**src/rtl/cp0_defs.sv**
```systemverilog
// rtl/cp0_defs.sv - shared CP0 register numbers, exception codes and field positions
package cp0_defs;

    // CP0 register numbers as they appear in the rd field of mtc0/mfc0
    localparam logic [4:0] REG_SR    = 5'd12;
    localparam logic [4:0] REG_CAUSE = 5'd13;
    localparam logic [4:0] REG_EPC   = 5'd14;
    localparam logic [4:0] REG_PRID  = 5'd15;

    typedef enum logic [4:0] {
        EXC_INT     = 5'd0,
        EXC_ADEL    = 5'd4,
        EXC_ADES    = 5'd5,
        EXC_SYSCALL = 5'd8,
        EXC_RI      = 5'd10,
        EXC_OV      = 5'd12
    } exc_code_e;

    // SR field positions
    localparam int SR_IE_BIT     = 0;
    localparam int SR_EXL_BIT    = 1;
    localparam int SR_IM_LSB     = 10;

    // Cause field positions
    localparam int CAUSE_EXC_LSB = 2;
    localparam int CAUSE_IP_LSB  = 10;
    localparam int CAUSE_BD_BIT  = 31;

endpackage

```
**src/rtl/cp0_ctrl.sv**
```systemverilog
// rtl/cp0_ctrl.sv - coprocessor-0 exception/interrupt controller (SR/Cause/EPC/PRId)
//
// Sits in the M stage. Decides whether to take an exception or interrupt this
// cycle (req, combinational), records the victim state, serves mtc0/mfc0 and
// supplies EPC as the eret target.
//
// Ports:
//   clk      : clock, rising edge
//   reset    : synchronous, active-high
//   en       : mtc0 write enable
//   addr     : CP0 register number for mtc0/mfc0
//   wdata    : mtc0 write data
//   vpc      : PC of the victim instruction
//   bd_in    : victim sits in a branch delay slot
//   exc_in   : merged ExcCode of the victim, 0 = none
//   hwint    : level-sensitive hardware interrupt lines
//   eret     : M-stage instruction is eret
//   rdata    : mfc0 read data (combinational, no same-cycle forwarding)
//   req      : take exception/interrupt now
//   ebase    : handler entry address
//   epc_out  : current EPC, PC target on eret
module cp0_ctrl
    import cp0_defs::*;
#(
    parameter logic [31:0] EBASE = 32'h0000_4180,
    parameter logic [31:0] PRID  = 32'h2022_0007
) (
    input  logic        clk,
    input  logic        reset,
    input  logic        en,
    input  logic [4:0]  addr,
    input  logic [31:0] wdata,
    input  logic [31:0] vpc,
    input  logic        bd_in,
    input  logic [4:0]  exc_in,
    input  logic [5:0]  hwint,
    input  logic        eret,
    output logic [31:0] rdata,
    output logic        req,
    output logic [31:0] ebase,
    output logic [31:0] epc_out
);

    logic [5:0]  sr_im;
    logic        sr_exl;
    logic        sr_ie;
    logic        cause_bd;
    logic [5:0]  cause_ip;
    logic [4:0]  cause_exc;
    logic [31:0] epc;

    logic        int_req;
    logic        exc_req;
    logic [31:0] vpc_word;
    logic [31:0] sr_view;
    logic [31:0] cause_view;

    assign int_req = (|(hwint & sr_im)) & sr_ie & ~sr_exl;
    assign exc_req = (exc_in != 5'd0) & ~sr_exl;
    assign req     = (int_req | exc_req) & ~reset;

    // Victim PC aligned to a word; a delay-slot victim restarts at its branch
    assign vpc_word = vpc & 32'hFFFF_FFFC;

    assign ebase   = EBASE;
    assign epc_out = epc;

    always_ff @(posedge clk) begin
        if (reset) begin
            sr_im     <= '0;
            sr_exl    <= 1'b0;
            sr_ie     <= 1'b0;
            cause_bd  <= 1'b0;
            cause_ip  <= '0;
            cause_exc <= '0;
            epc       <= '0;
        end else begin
            cause_ip <= hwint;
            if (req) begin
                // mtc0/eret in the same cycle are squashed with the victim
                sr_exl    <= 1'b1;
                cause_bd  <= bd_in;
                cause_exc <= int_req ? EXC_INT : exc_in;
                epc       <= bd_in ? vpc_word - 32'd4 : vpc_word;
            end else begin
                if (en) begin
                    if (addr == REG_SR) begin
                        sr_im  <= wdata[SR_IM_LSB +: 6];
                        sr_exl <= wdata[SR_EXL_BIT];
                        sr_ie  <= wdata[SR_IE_BIT];
                    end else if (addr == REG_EPC) begin
                        epc <= wdata;
                    end
                end
                // eret after any SR write so EXL always ends up cleared
                if (eret) begin
                    sr_exl <= 1'b0;
                end
            end
        end
    end

    always_comb begin
        sr_view                              = '0;
        sr_view[SR_IM_LSB +: 6]              = sr_im;
        sr_view[SR_EXL_BIT]                  = sr_exl;
        sr_view[SR_IE_BIT]                   = sr_ie;

        cause_view                           = '0;
        cause_view[CAUSE_BD_BIT]             = cause_bd;
        cause_view[CAUSE_IP_LSB +: 6]        = cause_ip;
        cause_view[CAUSE_EXC_LSB +: 5]       = cause_exc;

        case (addr)
            REG_SR:    rdata = sr_view;
            REG_CAUSE: rdata = cause_view;
            REG_EPC:   rdata = epc;
            REG_PRID:  rdata = PRID;
            default:   rdata = '0;
        endcase
    end

endmodule
```
**config.mk**
```make
export PLATFORM = sky130hd
export DESIGN_NAME = cp0_ctrl
export DESIGN_NICKNAME = d
export VERILOG_FILES = /design/src/rtl/cp0_defs.sv /design/src/rtl/cp0_ctrl.sv
export SDC_FILE = /design/constraint.sdc
export NUM_CORES = 1
export LEC_CHECK = 0
export BUFFER_PORTS_ARGS = -buffer_cell sky130_fd_sc_hd__buf_2
export CAP_MARGIN = 30
export CORE_UTILIZATION = 42
export DETAILED_ROUTE_END_ITERATION = 7
export HOLD_SLACK_MARGIN = 0.1
export PLACE_DENSITY = 0.74
export SETUP_SLACK_MARGIN = 0.02
export SYNTH_ARGS = -nofsm -noshare
export SYNTH_HDL_FRONTEND = slang
export SYNTH_SLANG_ARGS = --single-unit
```
**constraint.sdc**
```tcl
create_clock -name clk -period 1.9 [get_ports clk]
set_clock_uncertainty 0.05 [all_clocks]
set_input_delay 0.38 -clock clk [delete_from_list [all_inputs] [get_ports clk]]
set_output_delay 0.38 -clock clk [all_outputs]
set_load 0.01 [all_outputs]
```
Yosys cells after proc, flatten, opt, wreduce, memory -nomap -nowiden
Cells that the tools add are included.

word-level totals
  bits in registers = 52
  input port bits = 85
  output and inout bits = 97
  logic and storage cells = 42

operators by class
  add/subtract/negate cells = 1
  eq/ne operators = 5
  multiplexer cells = 11
  bitwise gates (word level) = 9
  reductions and logical operators = 9

operators with widths
  kind                                                  number
  two-way mux 32 bit                                    5
  case mux 32 bit (4 select lines)                      1
  subtractor 32 x 3 -> 32 bit (second input constant)   1
  equality test 5 x 4 -> 1 bit (second input constant)  4
  AND 6 bit                                             1
  AND reduction 3 bit                                   2
  nonzero test 3 bit                                    2
  OR reduction 6 bit                                    1
  two-way mux 5 bit                                     1
  nonzero test 5 bit                                    1
  AND 1 bit                                             4
  two-way mux 1 bit                                     4
  nonzero test 2 bit                                    2
  NOT 1 bit                                             3
  inequality test 2 bit (second input constant)         1
  AND reduction 2 bit                                   1
  OR 1 bit                                              1

Depth between registers and ports, before layout
Gate-level depths: netlist (run 1).

  word-level depth = 8
  depth in mapped cells = 8
  mapped depth without buffers = 6

Least setup slack after synthesis (run 1)
Ideal clock, no wire load.

  kind = input port to output port
  start = input exc_in[0]
  end = output req
  data arrival time = 1637 ps
  required time = 1470 ps
  path slack = -167 ps
  stages on the path = 6
  path buffers = 2
  path through = or4_4 o21ba_1 clkbuf_1 buf_2 nor2_1 nor2_1

between the ends
  longest elaborated chain between the ends = 4

ends and longest elaborated chain
  item                line            text
  from (decl)         cp0_ctrl.sv:35  input logic [4:0] exc_in,
  nonzero test 5 bit  cp0_ctrl.sv:59  assign exc_req = (exc_in != 5'd0) & ~sr_exl;
  AND 1 bit           cp0_ctrl.sv:59
  OR 1 bit            cp0_ctrl.sv:60  assign req = (int_req | exc_req) & ~reset;
  AND 1 bit           cp0_ctrl.sv:60
  to (decl)           cp0_ctrl.sv:39  output logic req,

No other way between the ends.

Final worst setup path (run 1)
  start = register sr_im[3]
  end = output req

between the ends
  longest elaborated chain between the ends = 6

ends and longest elaborated chain
  item                     line            text
  from (decl)              cp0_ctrl.sv:44  logic [5:0] sr_im;
  from (signal assigned)   cp0_ctrl.sv:88  sr_im <= wdata[SR_IM_LSB +: 6];
  AND 6 bit                cp0_ctrl.sv:58  assign int_req = (|(hwint & sr_im)) & sr_ie & ~sr_exl;
  OR reduction 6 bit       cp0_ctrl.sv:58
  AND 1 bit (2 in series)  cp0_ctrl.sv:58
  OR 1 bit                 cp0_ctrl.sv:60
  AND 1 bit                cp0_ctrl.sv:60

No other way between the ends.

==> results.py, run 1 <==
metrics = {
    "routing": {
        "vias": 4393,
        "drt_iter0_markers": 287,
        "firstDrtPassIters": 5,
        "avgRoutedWirePerCell_um": 17.4,
        "ant_nets": 0,
        "avgViaCountPerCell": 5.81,
        "wirelength_um": 13200,
        "drc": 0,
    },
    "global_routing": {
        "grt_start_max_net_pins": 32,
        "antenna_found_initial": 0,
        "grt-ovfl-total": 0,
        "grt_usage": 0.275,
        "grt_pass1_wl_um": 19600,
        "first_global_vias": 4138,
    },
    "finish": {
        "syn2layout_area_growth_pct": 48.9,
        "antennaDiodeCount": 0,
        "drive_gt1_frac": 0.481,
        "fin_nets": 736,
    },
    "synth": {
        "seq_area_frac_synth": 0.282,
        "synth_top_area_share": 0.282,
        "synth_cells": 442,
        "ys_top_cells_by_count": "dfxtp_1 (52), nor2_1 (36), buf_4 (32)",
        "synth_edf_count": 0,
        "synth_cell_types": 55,
        "yosys.cell_count.top_type": "dfxtp_1",
        "ys_warn_count": 0,
        "netlist_area_sq_mm": 0.00369,
        "syn_avg_cell_area_sq_um": 8.36,
        "synth_area_leaders": "dfxtp_1 (28%), a2111oi_1 (6.8%), buf_4 (6.5%)",
        "yosys.area.top_type": "dfxtp_1",
        "synthFlopType": "dfxtp_1",
        "synthArstFlopShare": 0,
        "synth_seq_cells": 52,
    },
    "placement": {
        "portBuffers": 147,
        "detailedPlace.worstSlack_ns": -0.315,
        "routabilityCongestion": 0.903,
        "dpl.hpwl_um": 9670,
    },
    "sta": {
        "fin_crit_sh": 1.03,
        "max_freq_mhz": 510,
        "finalWorstSetupSlack_ns": -0.0601,
        "setup_viol": 1,
        "setup_tns_ns": -0.0601,
        "slew_violations": 0,
        "final_hold_viol_count": 0,
        "fin_crit_ns": 1.96,
        "rsz0062_at_grt": "yes",
    },
    "critical_path": {
        "cp.arrival_ns": 1.53,
        "r2r-end": "epc_out[30]$_SDFFE_PP0P_",
        "crit_slowest_cell": "dfxtp_2",
        "path_cells": "a22oi_2, a311oi_4, buf_6, nor2_4, nor2_2, buf_2",
        "cp-endpoint": "req",
        "cp-start-kind": "flip-flop",
        "r2r_cells": 6,
        "startpoint": "sr_im[3]$_SDFFE_PP0P_",
        "crit_required_ns": 1.47,
        "cp-end-kind": "primary output",
        "path_max_fanout": 2,
        "reg2reg_setup_slack_ns": 0.04,
        "crit_type": "reg2out",
        "critPathMaxStageDelay_ns": 0.36,
        "r2r-start": "sr_im[3]$_SDFFE_PP0P_",
    },
    "clock_network": {
        "root_buffer": "clkbuf_8",
        "cts_buffer_depth": 2,
        "numCtsBuffers": 5,
        "clk_pin_slew_ns": 0.12,
        "clock_sinks": 52,
        "h-tree-depth": 2,
        "cts-hold-fix-buffers": 0,
        "tritoncts": "built",
        "clkLatencyLatePin_ns": 0.32,
    },
    "run_status": {
        "outcome": "finished, violations left",
        "violations": "setup timing",
    },
    "floorplan": {
        "initial_core_util": 0.441,
        "die_x_um": 95.8,
        "fp.coreArea_sq_mm": 0.00838,
        "die_area_sq_mm": 0.00918,
        "rows": 33,
        "io_pins": 182,
        "die_h_um": 95.8,
    },
    "power_and_ir_drop": {
        "ir_worst_vdd_mv": 0.349,
        "p_leak_nw": 2.51,
        "power.total_mw": 2.79,
        "p_per_area_mw_per_mm2": 508,
    },
    "min_path": {
        "hold_path_class": "in2reg",
    },
    "run": {
        "drv_cap": 0,
    },
}
## cells by family after synthesis
family,after synthesis,synth area share
other,2,0.00203
adder cells (fa/ha/maj),1,0.00339
AO/OA/AOI/OAI,120,0.257
flip-flops,52,0.282
XOR/XNOR,13,0.0308
buffers and inverters,75,0.114
multiplexers,13,0.0352
AND/OR/NAND/NOR,166,0.276
## critical path: cells and delay by family, from the launching register on
family                 cells  cell delay [ns]
AOI/OAI and AO/OA          2             0.44
DFF                        1             0.36
buffers and inverters      2             0.29
and+or+nand+nor            2             0.12
## routing by layer
metal,GRT usage,vias to the layer above,share of wire
met5,0,-,0
met4,0.102,0,0.032
met3,0.0355,51,0.067
met2,0.479,254,0.49
met1,0.347,2039,0.41
li1,-,2049,-
## stage by stage
stage	area [sq um]	util	cells	hold slack, ns
after floorplan	3980	-	472	0.393
after global placement	5120	0.611	738	0.415
after detailed placement	5120	0.611	738	0.421
after CTS	5290	0.631	750	0.235
after global routing	5500	0.656	756	0.249
final	5500	0.656	756	0.242
## worst min-delay path by stage
stage,startpoint,slack [ns],endpoint,cells after the start
2_1_floorplan,cause_bd$_SDFFE_PP0P_,0.39,cause_bd$_SDFFE_PP0P_,2
6_report,hwint[4],0.24,cause_ip[4]$_SDFF_PP0_,2
4_1_cts,hwint[4],0.23,cause_ip[4]$_SDFF_PP0_,2
5_1_grt,hwint[2],0.25,cause_ip[2]$_SDFF_PP0_,2
3_3_place_gp,cause_bd$_SDFFE_PP0P_,0.42,cause_bd$_SDFFE_PP0P_,2
3_5_place_dp,cause_bd$_SDFFE_PP0P_,0.42,cause_bd$_SDFFE_PP0P_,2
## power breakdown
| group | total (mW) | internal, mW | switching, mW |
|---|---|---|---|
| clock network | 0.730 | 0.280 | 0.449 |
| registers | 1.25 | 1.17 | 0.0772 |
| logic | 0.817 | 0.391 | 0.427 |
| total | 2.79 | 1.84 | 0.953 |
## what timing repair did
item,in CTS,in global routing
setup endpoints to repair,16,36
buffers inserted,4,5
gates resized for setup,11,28
gates cloned,0,1
pin swaps,2,6
## sequential cells by signal (all words and copies together), names as in the netlist
signal / cells
sr_im: 6
sr_exl: 1
cause_ip: 6
cause_bd: 1
epc_out: 32
sr_ie: 1
cause_exc: 5
## cell usage in the layout, fill, tap and decap left out, types with 3 or more instances in the layout
cell | netlist | routed
or4_1 | 13 | 13
buf_12 | 0 | 4
a22oi_2 | 0 | 3
dfxtp_1 | 52 | 47
a2111oi_4 | 0 | 7
clkbuf_8 | 0 | 5
and2_4 | 0 | 5
dfxtp_2 | 0 | 5
mux2i_1 | 13 | 13
a22oi_1 | 8 | 5
a2111oi_0 | 4 | 4
inv_1 | 4 | 4
a2111oi_2 | 0 | 18
o21ai_0 | 5 | 5
nor3_1 | 5 | 5
a311oi_1 | 17 | 15
nand2_1 | 12 | 11
nor2_1 | 36 | 33
conb_1 | 2 | 32
nor2b_1 | 9 | 6
nand4_1 | 12 | 12
and3_1 | 31 | 31
a21oi_1 | 19 | 19
xor2_1 | 11 | 11
or3_1 | 5 | 5
nand3_1 | 4 | 4
o31ai_1 | 20 | 20
buf_4 | 32 | 87
a211oi_1 | 13 | 13
and2_1 | 17 | 12
buf_6 | 1 | 8
buf_2 | 9 | 143
## layout make-up
cell class | instances | area, sq um
Timing Repair Buffer | 242 | 1540
Fill cell | 701 | 2880
Sequential cell | 52 | 1050
Tap cell | 105 | 131
Multi-Input combinational cell | 345 | 2670
Inverter | 4 | 15.0
Clock inverter | 3 | 28.8
Clock buffer | 5 | 68.8
Power figures use the tool's default switching activity.
==> inputs of run 2 (changes only) <==
--- a/config.mk
+++ b/config.mk
@@ -7,10 +7,13 @@
 export LEC_CHECK = 0
 export BUFFER_PORTS_ARGS = -buffer_cell sky130_fd_sc_hd__buf_2
 export CAP_MARGIN = 30
-export CORE_UTILIZATION = 42
+export CELL_PAD_IN_SITES_DETAIL_PLACEMENT = 0
+export CELL_PAD_IN_SITES_GLOBAL_PLACEMENT = 2
+export CORE_MARGIN = 4
+export CORE_UTILIZATION = 23
 export DETAILED_ROUTE_END_ITERATION = 7
 export HOLD_SLACK_MARGIN = 0.1
-export PLACE_DENSITY = 0.74
+export PLACE_DENSITY = 0.75
 export SETUP_SLACK_MARGIN = 0.02
 export SYNTH_ARGS = -nofsm -noshare
 export SYNTH_HDL_FRONTEND = slang
==> results.py, run 2 (same netlist as run 1, synthesis figures left out) <==
metrics = {
    "power_and_ir_drop": {
        "p_int_mw": 2.22,
        "p_leak_nw": 2.51,
        "p_per_area_mw_per_mm2": 545,
        "swShare": 0.303,
        "pwr-share-clk": 0.331,
        "pwr-share-seq": 0.397,
        "ir_worst_vdd_mv": 0.316,
        "power.total_mw": 3.18,
        "p_comb_frac": 0.272,
        "power_switching_uw": 962,
    },
    "finish": {
        "fin_area_sq_mm": 0.00583,
        "layout_commonest_cell": "buf_2",
        "final_cells": 860,
        "fin_nets": 727,
        "syn2layout_area_growth_pct": 57.8,
        "final_cell_mix": "buf_2 (145), buf_4 (78), dfxtp_1 (52)",
        "drive_gt1_frac": 0.463,
        "final_util": 0.368,
        "largest_reg_flops": 32,
    },
    "clock_network": {
        "tritoncts": "built",
        "clock_sinks": 52,
        "cts_buffer_depth": 2,
        "clkLatencyLatePin_ns": 0.29,
        "root_buffer": "clkbuf_16",
        "h-tree-depth": 2,
        "numCtsBuffers": 5,
        "cts-hold-fix-buffers": 0,
        "clk_pin_slew_ns": 0.07,
    },
    "placement": {
        "portBuffers": 147,
        "dpl_cell_area_sq_mm": 0.00523,
        "routabilityCongestion": 0.819,
        "dp_cells": 844,
        "dpl.hpwl_um": 11900,
        "detailedPlace.worstSlack_ns": -0.319,
    },
    "global_routing": {
        "first_global_vias": 4190,
        "grt_pass1_wl_um": 22400,
        "antenna_found_initial": 4,
        "grt_usage": 0.153,
        "grt-ovfl-total": 0,
        "grt_start_max_net_pins": 22,
    },
    "floorplan": {
        "io_pins": 182,
        "die_area_sq_mm": 0.0182,
        "die_h_um": 135,
        "initial_core_util": 0.233,
        "fp.coreArea_sq_mm": 0.0158,
        "rows": 46,
        "die_x_um": 135,
    },
    "sta": {
        "fin_crit_sh": 1.03,
        "rsz0062_at_grt": "yes",
        "final_hold_viol_count": 0,
        "finalWorstSetupSlack_ns": -0.0583,
        "slew_violations": 0,
        "setup_viol": 1,
        "fin_crit_ns": 1.96,
        "max_freq_mhz": 511,
    },
    "run_status": {
        "outcome": "finished, violations left",
        "violations": "setup timing",
    },
    "critical_path": {
        "crit_slowest_cell": "or4_4",
        "cp-start-kind": "input pin",
        "path_cells": "buf_6, or4_4, o21ba_4, nor2_4, nor2_2, buf_2",
        "cp.arrival_ns": 1.53,
        "path_max_fanout": 3,
        "startpoint": "exc_in[0]",
        "crit_type": "in2out",
        "critPathMaxStageDelay_ns": 0.54,
        "crit_required_ns": 1.47,
        "r2r-start": "sr_im[3]$_SDFFE_PP0P_",
        "cp-end-kind": "primary output",
    },
    "min_path": {
        "min_from": "hwint[0]",
        "hold_path_class": "in2reg",
    },
    "routing": {
        "ant_nets": 0,
        "avgViaCountPerCell": 4.81,
        "avgRoutedWirePerCell_um": 16.9,
        "drc": 0,
        "vias": 4140,
        "firstDrtPassIters": 4,
        "drt_iter0_markers": 179,
        "wirelength_um": 14500,
    },
    "run": {
        "drv_cap": 0,
    },
}
## run 2: power by group through the flow
stage	Clock (mW)	Combinational [mW]	Sequential [mW]
2_1_floorplan	0	0.418	1.28
6_report	1.05	0.863	1.26
4_1_cts	1.06	0.797	1.25
5_1_grt	1.11	0.931	1.27
3_5_place_dp	0	0.774	1.27
3_3_place_gp	0	0.761	1.27
## run 2: what timing repair did
action,in CTS,in global routing
setup endpoints to repair,8,33
setup buffers,2,4
resized for setup,13,35
pin swaps,3,7
## run 2: metal layers
layer	GRT usage	vias to the layer above	routed length (um)
li1	-	2042	-
met1	0.193	1954	6340
met2	0.267	128	7040
met3	0.0335	14	941
met4	0.0351	2	175
met5	0	-	7
## run 2: worst max-delay path: cells and delay by family
kind | cells | cell delay, ns
AO/OA/AOI/OAI | 1 | 0.23
buffers and inverters | 2 | 0.23
AND/OR/NAND/NOR | 3 | 0.68
## run 2: through the flow
step / TNS [ns] / hold WS, ns
floorplan: -1.03 / 0.393
global placement: -7.34 / 0.424
detailed placement: -8.22 / 0.428
CTS: -0.0619 / 0.262
global route: -0.0890 / 0.268
finish: -0.0583 / 0.261
## run 2: path summary, 6_finish.rpt
path | end | slack (ns) | depth (start not counted)
worst max-delay path | req | -0.06 | 6
worst min-delay path | cause_ip[0]$_SDFF_PP0_ | 0.26 | 2
worst max register to register | epc_out[8]$_SDFFE_PP0P_ | 0.12 | 6
worst min register to register | sr_im[2]$_SDFFE_PP0P_ | 0.44 | 2
## run 2: area by class of cell
type                            instances  area [sq um]
Antenna cell                            2          5.00
Clock buffer                            6           129
Clock inverter                          2          35.0
Fill cell                            1648         10000
Inverter                                4          15.0
Multi-Input combinational cell        345          2860
Sequential cell                        52          1040
Tap cell                              216           270
Timing Repair Buffer                  233          1480
==> inputs of run 3 (changes only) <==
--- a/config.mk
+++ b/config.mk
@@ -10,10 +10,10 @@
 export CELL_PAD_IN_SITES_DETAIL_PLACEMENT = 0
 export CELL_PAD_IN_SITES_GLOBAL_PLACEMENT = 2
 export CORE_MARGIN = 4
-export CORE_UTILIZATION = 23
+export CORE_UTILIZATION = 27
 export DETAILED_ROUTE_END_ITERATION = 7
 export HOLD_SLACK_MARGIN = 0.1
-export PLACE_DENSITY = 0.75
+export PLACE_DENSITY = 0.83
 export SETUP_SLACK_MARGIN = 0.02
 export SYNTH_ARGS = -nofsm -noshare
 export SYNTH_HDL_FRONTEND = slang
==> constraint.sdc (replaced) <==
create_clock -name clk -period 2.4 [get_ports clk]
set_clock_uncertainty 0.05 [all_clocks]
set_input_delay 0.48 -clock clk [delete_from_list [all_inputs] [get_ports clk]]
set_output_delay 0.48 -clock clk [all_outputs]
set_load 0.01 [all_outputs]
==> results.py, run 3 (same netlist as run 1, synthesis figures left out) <==
metrics = {
    "global_routing": {
        "antenna_found_initial": 0,
        "first_global_vias": 3750,
        "grt_start_max_net_pins": 44,
        "grt-ovfl-total": 0,
        "grt_pass1_wl_um": 20600,
        "grt_usage": 0.160,
    },
    "floorplan": {
        "die_area_sq_mm": 0.0156,
        "fp.coreArea_sq_mm": 0.0133,
        "io_pins": 182,
        "die_x_um": 125,
        "rows": 42,
        "die_h_um": 125,
        "initial_core_util": 0.277,
    },
    "power_and_ir_drop": {
        "p_comb_frac": 0.219,
        "pwr-share-seq": 0.422,
        "pwr-share-clk": 0.359,
        "power_switching_uw": 679,
        "ir_worst_vdd_mv": 0.295,
        "power.total_mw": 2.31,
        "swShare": 0.293,
        "p_int_mw": 1.63,
        "p_per_area_mw_per_mm2": 485,
        "p_leak_nw": 2.11,
    },
    "clock_network": {
        "clock_sinks": 52,
        "cts_resized": 0,
        "clk_pin_slew_ns": 0.07,
        "root_buffer": "clkbuf_16",
        "clkLatencyLatePin_ns": 0.29,
        "cts_buffer_depth": 2,
        "h-tree-depth": 2,
        "tritoncts": "built",
        "postCtsSetupBuffers": 0,
        "cts-hold-fix-buffers": 0,
        "numCtsBuffers": 5,
    },
    "routing": {
        "avgViaCountPerCell": 5.19,
        "drt_iter0_markers": 171,
        "wirelength_um": 13100,
        "drc": 0,
        "vias": 3934,
        "firstDrtPassIters": 4,
        "avgRoutedWirePerCell_um": 17.3,
        "ant_nets": 0,
    },
    "finish": {
        "antennaDiodeCount": 0,
        "syn2layout_area_growth_pct": 29.0,
        "largest_reg_flops": 32,
        "final_cells": 758,
        "layout_commonest_cell": "buf_2",
        "fin_nets": 667,
        "fin_area_sq_mm": 0.00477,
        "final_util": 0.357,
        "drive_gt1_frac": 0.338,
        "final_cell_mix": "buf_2 (147), dfxtp_1 (52), nor2_1 (36)",
    },
    "sta": {
        "whs_ns": 0.372,
        "fin_crit_sh": 0.961,
        "setup_viol": 0,
        "finalWorstSetupSlack_ns": 0.0944,
        "fin_crit_ns": 2.31,
        "max_freq_mhz": 434,
        "rsz0062_at_grt": "no",
        "final_hold_viol_count": 0,
        "setup_tns_ns": 0,
        "slew_violations": 0,
        "slew_headroom": 0.650,
        "worstMarginPinSlew_ns": 0.522,
    },
    "critical_path": {
        "critPathMaxStageDelay_ns": 0.57,
        "cp-start-kind": "input pin",
        "cp.arrival_ns": 1.78,
        "path_cells": "buf_2, or4_4, o21ba_2, nor2_1, nor2_1, buf_2",
        "crit_required_ns": 1.87,
        "crit_type": "in2out",
        "path_max_fanout": 2,
        "crit_slowest_cell": "or4_4",
        "cp-end-kind": "primary output",
    },
    "run": {
        "drv_cap": 0,
    },
    "run_status": {
        "outcome": "finished clean",
    },
    "placement": {
        "portBuffers": 147,
        "routabilityCongestion": 0.768,
        "dpl.hpwl_um": 10300,
        "dpl_cell_area_sq_mm": 0.00460,
        "detailedPlace.worstSlack_ns": 0.0939,
        "dp_cells": 750,
    },
    "min_path": {
        "hold_path_class": "in2reg",
    },
}
## run 3: final cells by class
class	count	area, sq um
well taps	176	220
repair buffers	173	956
flip-flops and latches	52	1040
multi-input cells	345	2370
clock inverters	2	38.8
inverters	4	15.0
clock buffers	6	129
fillers	1467	8580
## run 3: critical path, delay by kind of cell
family | cells | cell delay [ns]
AOI/OAI and AO/OA | 1 | 0.25
buffers and inverters | 2 | 0.26
and+or+nand+nor | 3 | 0.79
## run 3: power groups by stage
| stage | registers (mW) | logic, mW | clock network [mW] |
|---|---|---|---|
| after floorplan | 1.00 | 0.288 | 0 |
| after global placement | 0.995 | 0.499 | 0 |
| after detailed placement | 0.999 | 0.508 | 0 |
| after CTS | 0.978 | 0.509 | 0.857 |
| after global routing | 0.985 | 0.557 | 0.892 |
| final | 0.976 | 0.506 | 0.830 |
## run 3: path summary, 6_finish.rpt
kind	startpoint	end	slack [ns]	cells after the start
min	hwint[1]	cause_ip[1]$_SDFF_PP0_	0.37	2
max	exc_in[0]	req	0.09	6
max reg2reg	sr_im[3]$_SDFFE_PP0P_	epc_out[21]$_SDFFE_PP0P_	0.66	5
min reg2reg	cause_bd$_SDFFE_PP0P_	cause_bd$_SDFFE_PP0P_	0.43	2
## run 3: metal layers
metal	global-route usage	vias up	routed length, um
li1	-	1912	-
met1	0.212	1868	5890
met2	0.269	139	6110
met3	0.0316	15	866
met4	0.0408	0	208
met5	0	-	0
